## config.mk

```make
export PLATFORM = sky130hd
export DESIGN_NAME = routing_initiator_prog_lut
export DESIGN_NICKNAME = d
export VERILOG_FILES = /design/src/rtl/routing_initiator_prog_lut.sv
export SDC_FILE = /design/constraint.sdc
export NUM_CORES = 2
export LEC_CHECK = 0
export ABC_AREA = 1
export BUFFER_PORTS_ARGS = -buffer_cell sky130_fd_sc_hd__buf_4
export CAP_MARGIN = 20
export CORE_ASPECT_RATIO = 1.4
export CORE_MARGIN = 4
export CORE_UTILIZATION = 33
export CTS_BUF_LIST = sky130_fd_sc_hd__clkbuf_16
export DETAILED_ROUTE_END_ITERATION = 8
export GPL_TIMING_DRIVEN = 1
export PLACE_DENSITY = 0.5
export SLEW_MARGIN = 10
export SYNTH_ARGS = -nofsm -noshare
export SYNTH_HDL_FRONTEND = slang
export SYNTH_SLANG_ARGS = --single-unit
export TNS_END_PERCENT = 50
```

## constraint.sdc

```tcl
create_clock -name clock -period 26.7 [get_ports clock]
set_input_delay 5.34 -clock clock [delete_from_list [all_inputs] [get_ports clock]]
set_output_delay 5.34 -clock clock [all_outputs]
set_load 0.1 [all_outputs]
```

## src/rtl/routing_initiator_prog_lut.sv

```systemverilog
// Programmable address-window router: maps a request address to a source route
// and target ID through NUM_RANGES runtime-configured windows, with one
// registered valid/ready output stage and a saturating decode-failure counter.
module routing_initiator_prog_lut #(
    parameter int unsigned NUM_RANGES   = 8,
    parameter int unsigned ADDR_WIDTH   = 32,
    parameter int unsigned PATH_WIDTH   = 7,
    parameter int unsigned TARGET_WIDTH = 4,
    parameter int unsigned IDX_WIDTH    = 4
) (
    input  logic                    clock,
    input  logic                    reset,
    input  logic                    cfg_we,
    input  logic [IDX_WIDTH-1:0]    cfg_idx,
    input  logic [1:0]              cfg_field,
    input  logic [ADDR_WIDTH-1:0]   cfg_wdata,
    input  logic                    req_valid,
    output logic                    req_ready,
    input  logic [ADDR_WIDTH-1:0]   req_address,
    output logic                    rsp_valid,
    input  logic                    rsp_ready,
    output logic [PATH_WIDTH-1:0]   lut_path,
    output logic [TARGET_WIDTH-1:0] transaction_target,
    output logic                    failed_decoding,
    output logic [15:0]             fail_count,
    input  logic                    fail_clear
);

    localparam int unsigned CNT_WIDTH = 16;
    localparam logic [CNT_WIDTH-1:0] CNT_MAX = '1;

    localparam logic [1:0] FIELD_BASE  = 2'd0;
    localparam logic [1:0] FIELD_LIMIT = 2'd1;
    localparam logic [1:0] FIELD_ROUTE = 2'd2;

    // Window table
    logic [ADDR_WIDTH-1:0]   base_q   [NUM_RANGES];
    logic [ADDR_WIDTH-1:0]   limit_q  [NUM_RANGES];
    logic [PATH_WIDTH-1:0]   path_q   [NUM_RANGES];
    logic [TARGET_WIDTH-1:0] target_q [NUM_RANGES];
    logic [NUM_RANGES-1:0]   en_q;

    // Decode results
    logic                    hit_c;
    logic [PATH_WIDTH-1:0]   dec_path_c;
    logic [TARGET_WIDTH-1:0] dec_target_c;
    logic                    accept_c;

    // Output stage
    logic                    rsp_valid_q, rsp_valid_d;
    logic [PATH_WIDTH-1:0]   out_path_q, out_path_d;
    logic [TARGET_WIDTH-1:0] out_target_q, out_target_d;
    logic                    failed_q, failed_d;
    logic [CNT_WIDTH-1:0]    cnt_q, cnt_d;

    // Config port: out-of-range indices match no entry and are dropped
    always_ff @(posedge clock or posedge reset) begin
        if (reset) begin
            for (int i = 0; i < int'(NUM_RANGES); i++) begin
                base_q[i]   <= '0;
                limit_q[i]  <= '0;
                path_q[i]   <= '0;
                target_q[i] <= '0;
            end
            en_q <= '0;
        end else if (cfg_we) begin
            for (int i = 0; i < int'(NUM_RANGES); i++) begin
                if (cfg_idx == IDX_WIDTH'(i)) begin
                    case (cfg_field)
                        FIELD_BASE:  base_q[i]  <= cfg_wdata;
                        FIELD_LIMIT: limit_q[i] <= cfg_wdata;
                        FIELD_ROUTE: begin
                            path_q[i]   <= cfg_wdata[PATH_WIDTH-1:0];
                            target_q[i] <= cfg_wdata[PATH_WIDTH +: TARGET_WIDTH];
                        end
                        default:     en_q[i]    <= cfg_wdata[0];
                    endcase
                end
            end
        end
    end

    // Window match; scanning from the top down leaves the lowest matching index in place
    always_comb begin
        hit_c        = 1'b0;
        dec_path_c   = '0;
        dec_target_c = '0;
        for (int i = int'(NUM_RANGES) - 1; i >= 0; i--) begin
            if (en_q[i] && (base_q[i] <= req_address) && (req_address <= limit_q[i])) begin
                hit_c        = 1'b1;
                dec_path_c   = path_q[i];
                dec_target_c = target_q[i];
            end
        end
    end

    assign req_ready = !rsp_valid_q || rsp_ready;
    assign accept_c  = req_valid && req_ready;

    // Output register and failure counter next-state
    always_comb begin
        rsp_valid_d  = rsp_valid_q;
        out_path_d   = out_path_q;
        out_target_d = out_target_q;
        failed_d     = failed_q;
        cnt_d        = cnt_q;
        if (accept_c) begin
            rsp_valid_d  = 1'b1;
            out_path_d   = dec_path_c;
            out_target_d = dec_target_c;
            failed_d     = !hit_c;
        end else if (rsp_ready) begin
            rsp_valid_d  = 1'b0;
        end
        if (fail_clear) begin
            cnt_d = '0;
        end else if (accept_c && !hit_c && (cnt_q != CNT_MAX)) begin
            cnt_d = cnt_q + CNT_WIDTH'(1);
        end
    end

    // Output stage state
    always_ff @(posedge clock or posedge reset) begin
        if (reset) begin
            rsp_valid_q  <= 1'b0;
            out_path_q   <= '0;
            out_target_q <= '0;
            failed_q     <= 1'b0;
            cnt_q        <= '0;
        end else begin
            rsp_valid_q  <= rsp_valid_d;
            out_path_q   <= out_path_d;
            out_target_q <= out_target_d;
            failed_q     <= failed_d;
            cnt_q        <= cnt_d;
        end
    end

    assign rsp_valid          = rsp_valid_q;
    assign lut_path           = out_path_q;
    assign transaction_target = out_target_q;
    assign failed_decoding    = failed_q;
    assign fail_count         = cnt_q;

endmodule

```

## Word level (Yosys, flattened, before mapping)

Index checks and enable logic that the tools add are counted.

| operators by class | value |
|---|---|
| $add $sub $neg | 1 |
| multipliers | 0 |
| div/mod/pow operators | 0 |
| $lt $le $gt $ge | 16 |
| equality and inequality tests | 10 |
| shift-type cells | 0 |
| mux-type cells | 28 |
| bitwise operators | 1 |
| reductions and logical operators | 59 |

Operators with widths:

| cell | number |
|---|---|
| less-or-equal comparator 32 bit | 16 |
| AND reduction 3 bit | 32 |
| 2-to-1 mux 7 bit | 8 |
| 2-to-1 mux 16 bit | 2 |
| 2-to-1 mux 4 bit | 8 |
| logical AND 1 bit | 19 |
| adder 16 x 1 -> 16 bit, second input constant | 1 |
| equality test 4 x 3 -> 1 bit, second input constant | 4 |
| inequality test 16 bit, second input constant | 1 |
| 2-to-1 mux 1 bit | 10 |
| equality test 4 x 2 -> 1 bit, second input constant | 2 |
| equality test 4 x 1 -> 1 bit, second input constant | 1 |
| zero test 4 bit | 1 |
| nonzero test 2 bit | 2 |
| OR reduction 3 bit | 1 |
| equality test 2 x 1 -> 1 bit, second input constant | 1 |
| equality test 2 bit, second input constant | 1 |
| zero test 1 bit | 2 |
| zero test 2 bit | 1 |
| logical OR 1 bit | 1 |
| NOT 1 bit | 1 |

| word-level totals | value |
|---|---|
| register bits | 637 |
| bits in latches | 0 |
| memory bits (writable) | 0 |
| memory bits (read-only) | 0 |
| input port bits | 76 |
| output and inout port bits | 30 |
| logic and storage cells | 160 |
| memories kept | 0 |

## Depth between registers and ports, before layout

| depth | value |
|---|---|
| depth after elaboration | 16 |
| depth in mapped cells | 27 |
| gate-level depth less buffers | 26 |

## Least setup slack after synthesis

No wires, ideal clock.

| timing | value |
|---|---|
| path kind | input to output |
| start point | in rsp_ready |
| end point | out req_ready |
| arrival time | 6.029 ns |
| data required time | 21.360 ns |
| path slack | 15.331 ns |
| cell stages on the path | 2 |
| path buffers | 0 |
| path through | inv_1 > nand2_1 |

| between the ends | value |
|---|---|
| word-level cells in the longest chain between the ends | 1 |

RTL lines:

| element | RTL line | source |
|---|---|---|
| start, declared | 21 | `input logic rsp_ready,` |
| logical OR 1 bit | 97 | `assign req_ready = !rsp_valid_q \|\| rsp_ready;` |
| end, declared | 18 | `output logic req_ready,` |

No other way between the ends.

## Final worst setup path

Ends and elaborated chain as after synthesis.

==> metrics list <==
* R2R depth: 16
- Portion of total power attributed to the clock network: 0.355
* Highest-count cells in the layout ignoring fill and taps: nand2_1 (1152), o21ai_0 (676), dfrtp_1 (637)
- Post-layout minimum cycle time: roughly 11 ns
- Unrepaired setup endpoints after global routing: false
- Broken down by cell family, the worst path's largest delay share belongs to buffers and inverters.
* Clk pin slew, worst setup/hold paths: ~0.060 ns
* Avg WL per Cell: approximately 17 um
- Worst Setup End Kind: output pin
- Number of detailed-routing iterations run before antenna repair: 7
* Number of standard-cell rows in the floorplan: roughly 140
- The flow ran to the end, and the final reports show no timing, DRC or antenna violations.
- Based on the critical path, the design can be clocked at up to around 0.090 GHz.
- Largest stage delay, worst path: 0.30 ns
* Via count: between 20k and 30k
* Detailed Route Iter0 Violations: 1703
- Die Area: between 100000 and 150000 um2
* Start of the worst register-to-register path: limit_q[219]
* Most common cell after layout, fill and taps aside: nand2_1
* Flip-flop and latch count after synthesis: approximately 640
* CTS sink count: around 640
- The slowest stage of the critical path is the buf_4 cell.
- Syn_nets: around 5.0k
* Final Hold Violating Endpoints: 0
* Placed cell count: around 5.8k
- The congestion estimate from routability-driven global placement came to 0.800.
* Final instance area: roughly 41000 um2
* FFs w/ async S/R, synth: 1.00
- Cell Count, Final, Fillers Out: 5933
* Total setup buffers inserted after CTS: 0
- Pin count of the biggest net entering global routing: 160
- Number of enable-type register cells in the synthesized netlist: 0
* Startpoint type of the worst setup path: input port
- Measured along the y axis, the die boundary spans 401 um.
- After detailed routing, the number of vias per cell comes to 4.76.
* Final cell utilization of the core: 0.374
- Of the available clock period, the critical path in the final layout requires 0.418.
- Worst Hold Launch: limit_q[150]
* Ordered list of cells on the worst path: buf_4 -> inv_1 -> nand2_1 -> buf_4
* Clock buffer count from CTS: just over 70
- Hold Path Sink: limit_q[150]
- Number of buffers between clock root and the deepest sink: 3
- Final nets: 5006
- Worst path setup slack after routing: between 15 and 20 ns
- The share of total power dissipated in combinational logic is 0.218.
* Critical path start-end classification: input port to output pin
* Data required, critical path: between 20 and 25 ns
* Leakage power figure: a little over 0.02 uW
- Chip Width: between 200 and 300 um
* Hold crit path type: flip-flop to flip-flop
* Setup slack on the worst flop-to-flop path: around 23 ns
* Final-layout setup total negative slack: 0 ns
- For this block, wires on met1 add up to about 43000 um.
- Tot GR Track Use: 0.174
- Detail Route Antenna Nets: 0
- Across the run, the number of max-cap violations was 0.
- Critical path arrival: 5.83 ns
- After detailed routing, the met2 layer carries a little over 50000 um of wire.
* Register share of total power: 0.427
- The worst hold path was traced through 2 stages.
* Placeable core area: 110000 um2
* Warning count from the yosys run: 0
- Hold repair after CTS inserted 0 buffers.
* Worst-case clock skew: 0.0221 ns
- Setup violations remaining at the end of the flow were counted as 0.
- Sequential cell area fraction in the yosys report: 0.437
* Place WS: between 15 and 20 ns
- The routed design uses approximately 3500 um of met3 wire.
- Library cell used as clock root buffer: clkbuf_16
* Total overflow reported by the global router: 0
- Number of antenna violations at the first check in global routing: 1
- The highest layer touched by signal routing is met4.
- Global-route wire length before repair: approximately 160000 um
* TritonCTS clock tree: built
* Switching part of the total: 0.321
- Number of global-route vias before repair: 27.1k
* Commonest register cell after synthesis: dfrtp_1
* Switching power total: 873 uW
- Largest driver fanout on the critical path: 3
* Input/output buffers: ~110
- The worst-case IR drop observed on VDD is roughly 0.056 mV.
- From synthesis to final layout, the design area changed by 12.5%.
* Share of cells above drive strength 1: 0.0604
* Total cell area at the placement stage: between 30000 and 40000 um2
- In this run, distinct cell masters in the synthesized netlist total between 40 and 50.
* Ratio of total power to cell area: ~66 nW/um2
* Combined buffer and inverter count along the critical path: 3
* Worst slew margin relative to its limit: 0.305
* Number of remaining DRC errors: 0
- Summing every instance area after synthesis gives 36500 um2.
- Number of I/O pins: ~110
* Starting density of the core: 0.332
- Internal cell power: about 1800 uW
* Depth of the CTS H-tree: 3
- Synth Area per Inst: 8.32 um2
* Actual transition at the worst max-transition pin: 1.03 ns
- Total detailed-routing wirelength: 100000 um
- Hpwl dp: 71000 um
* RR Endpoint: fail_count[2]
* Clock latency on the worst-skew pair: 0.64 ns
* Post-cts gate resize count: 0
- The final max-slew violation count was 0.
- Counting stages on the worst path, the most repeated cell is buf_4.
* Number of instances in the synthesized netlist: between 4k and 5k
power groups by stage:
stage                     Combinational, uW  Clock (uW)  Sequential (uW)
after CTS                               604        1000             1160
after global routing                    697        1030             1180
after detailed placement                601           0             1180
final                                   593         965             1160
after floorplan                         390           0             1210
after global placement                  586           0             1180
per-layer routing:
layer	up-vias	GRT usage
li1	14600	-
met1	13200	0.214
met2	366	0.315
met3	119	0.0228
met4	0	0.0521
met5	-	0
synth_stat cells (3+ instances only):
cell,count,share of area
nor3_1,28,0.0038
o21a_1,18,0.0037
nor2_2,3,0.00051
o211ai_1,12,0.0025
xor2_1,11,0.0026
a31oi_1,12,0.0021
nor4b_2,3,0.0012
nand2_1,1154,0.12
o21bai_1,7,0.0014
a211oi_1,7,0.0014
a41oi_1,11,0.0026
o21ai_0,676,0.093
nand4_1,57,0.0098
nand3b_1,8,0.0016
dfrtp_1,637,0.44
nor2_1,229,0.024
a21o_1,4,0.00082
a21oi_1,259,0.036
buf_2,10,0.0014
nor4_1,7,0.0012
nor4_2,3,0.0010
nand3_1,87,0.012
inv_1,439,0.045
ha_1,513,0.18
clkbuf_1,169,0.017
area by class of cell:
type	count	area (um2)
clock inverters	54	342
repair buffers	143	1160
flip-flops and latches	637	15900
inverters	439	1660
diodes	1	2.50
fillers	11400	68800
well taps	1460	1830
clock buffers	75	1880
multi-input cells	3124	18300
worst max-delay path by stage:
| stage | from | to | slack (ns) | cells past startpoint |
|---|---|---|---|---|
| after detailed placement | rsp_ready | req_ready | 15.53 | 4 |
| after CTS | rsp_ready | req_ready | 15.53 | 4 |
| after global routing | rsp_ready | req_ready | 15.50 | 4 |
| after floorplan | reset | base_q[0] | 3.52 | 1 |
| final | rsp_ready | req_ready | 15.53 | 4 |
| after global placement | rsp_ready | req_ready | 15.52 | 4 |
metrics by stage:
step	hold slack (ns)	power, uW
detailed placement	0.470	1780
CTS	0.487	2770
finish	0.481	2720
floorplan	0.453	1600
global placement	0.465	1760
global route	0.494	2910
tightest hold or removal path, delay by kind of cell (launching register included):
kind / cells / cell delay [ns]
compound gates: 1 / 0.05
simple gates: 1 / 0.05
flops: 1 / 0.34
logic make-up after synthesis:
family	share of synthesized area
buffers and inverters	0.0646
adders and majority gates	0.176
xor gates and xnor gates	0.00288
AOI/OAI and AO/OA	0.144
and+or+nand+nor	0.176
DFF	0.437
registers in the layout, summed over array words and instances (netlist names):
register            cells
base_q                256
limit_q               256
path_q                 56
target_q               32
fail_count             16
en_q                    8
lut_path                7
transaction_target      4
failed_decoding         1
rsp_valid               1
Note: power is estimated with default switching activity, not from simulation.
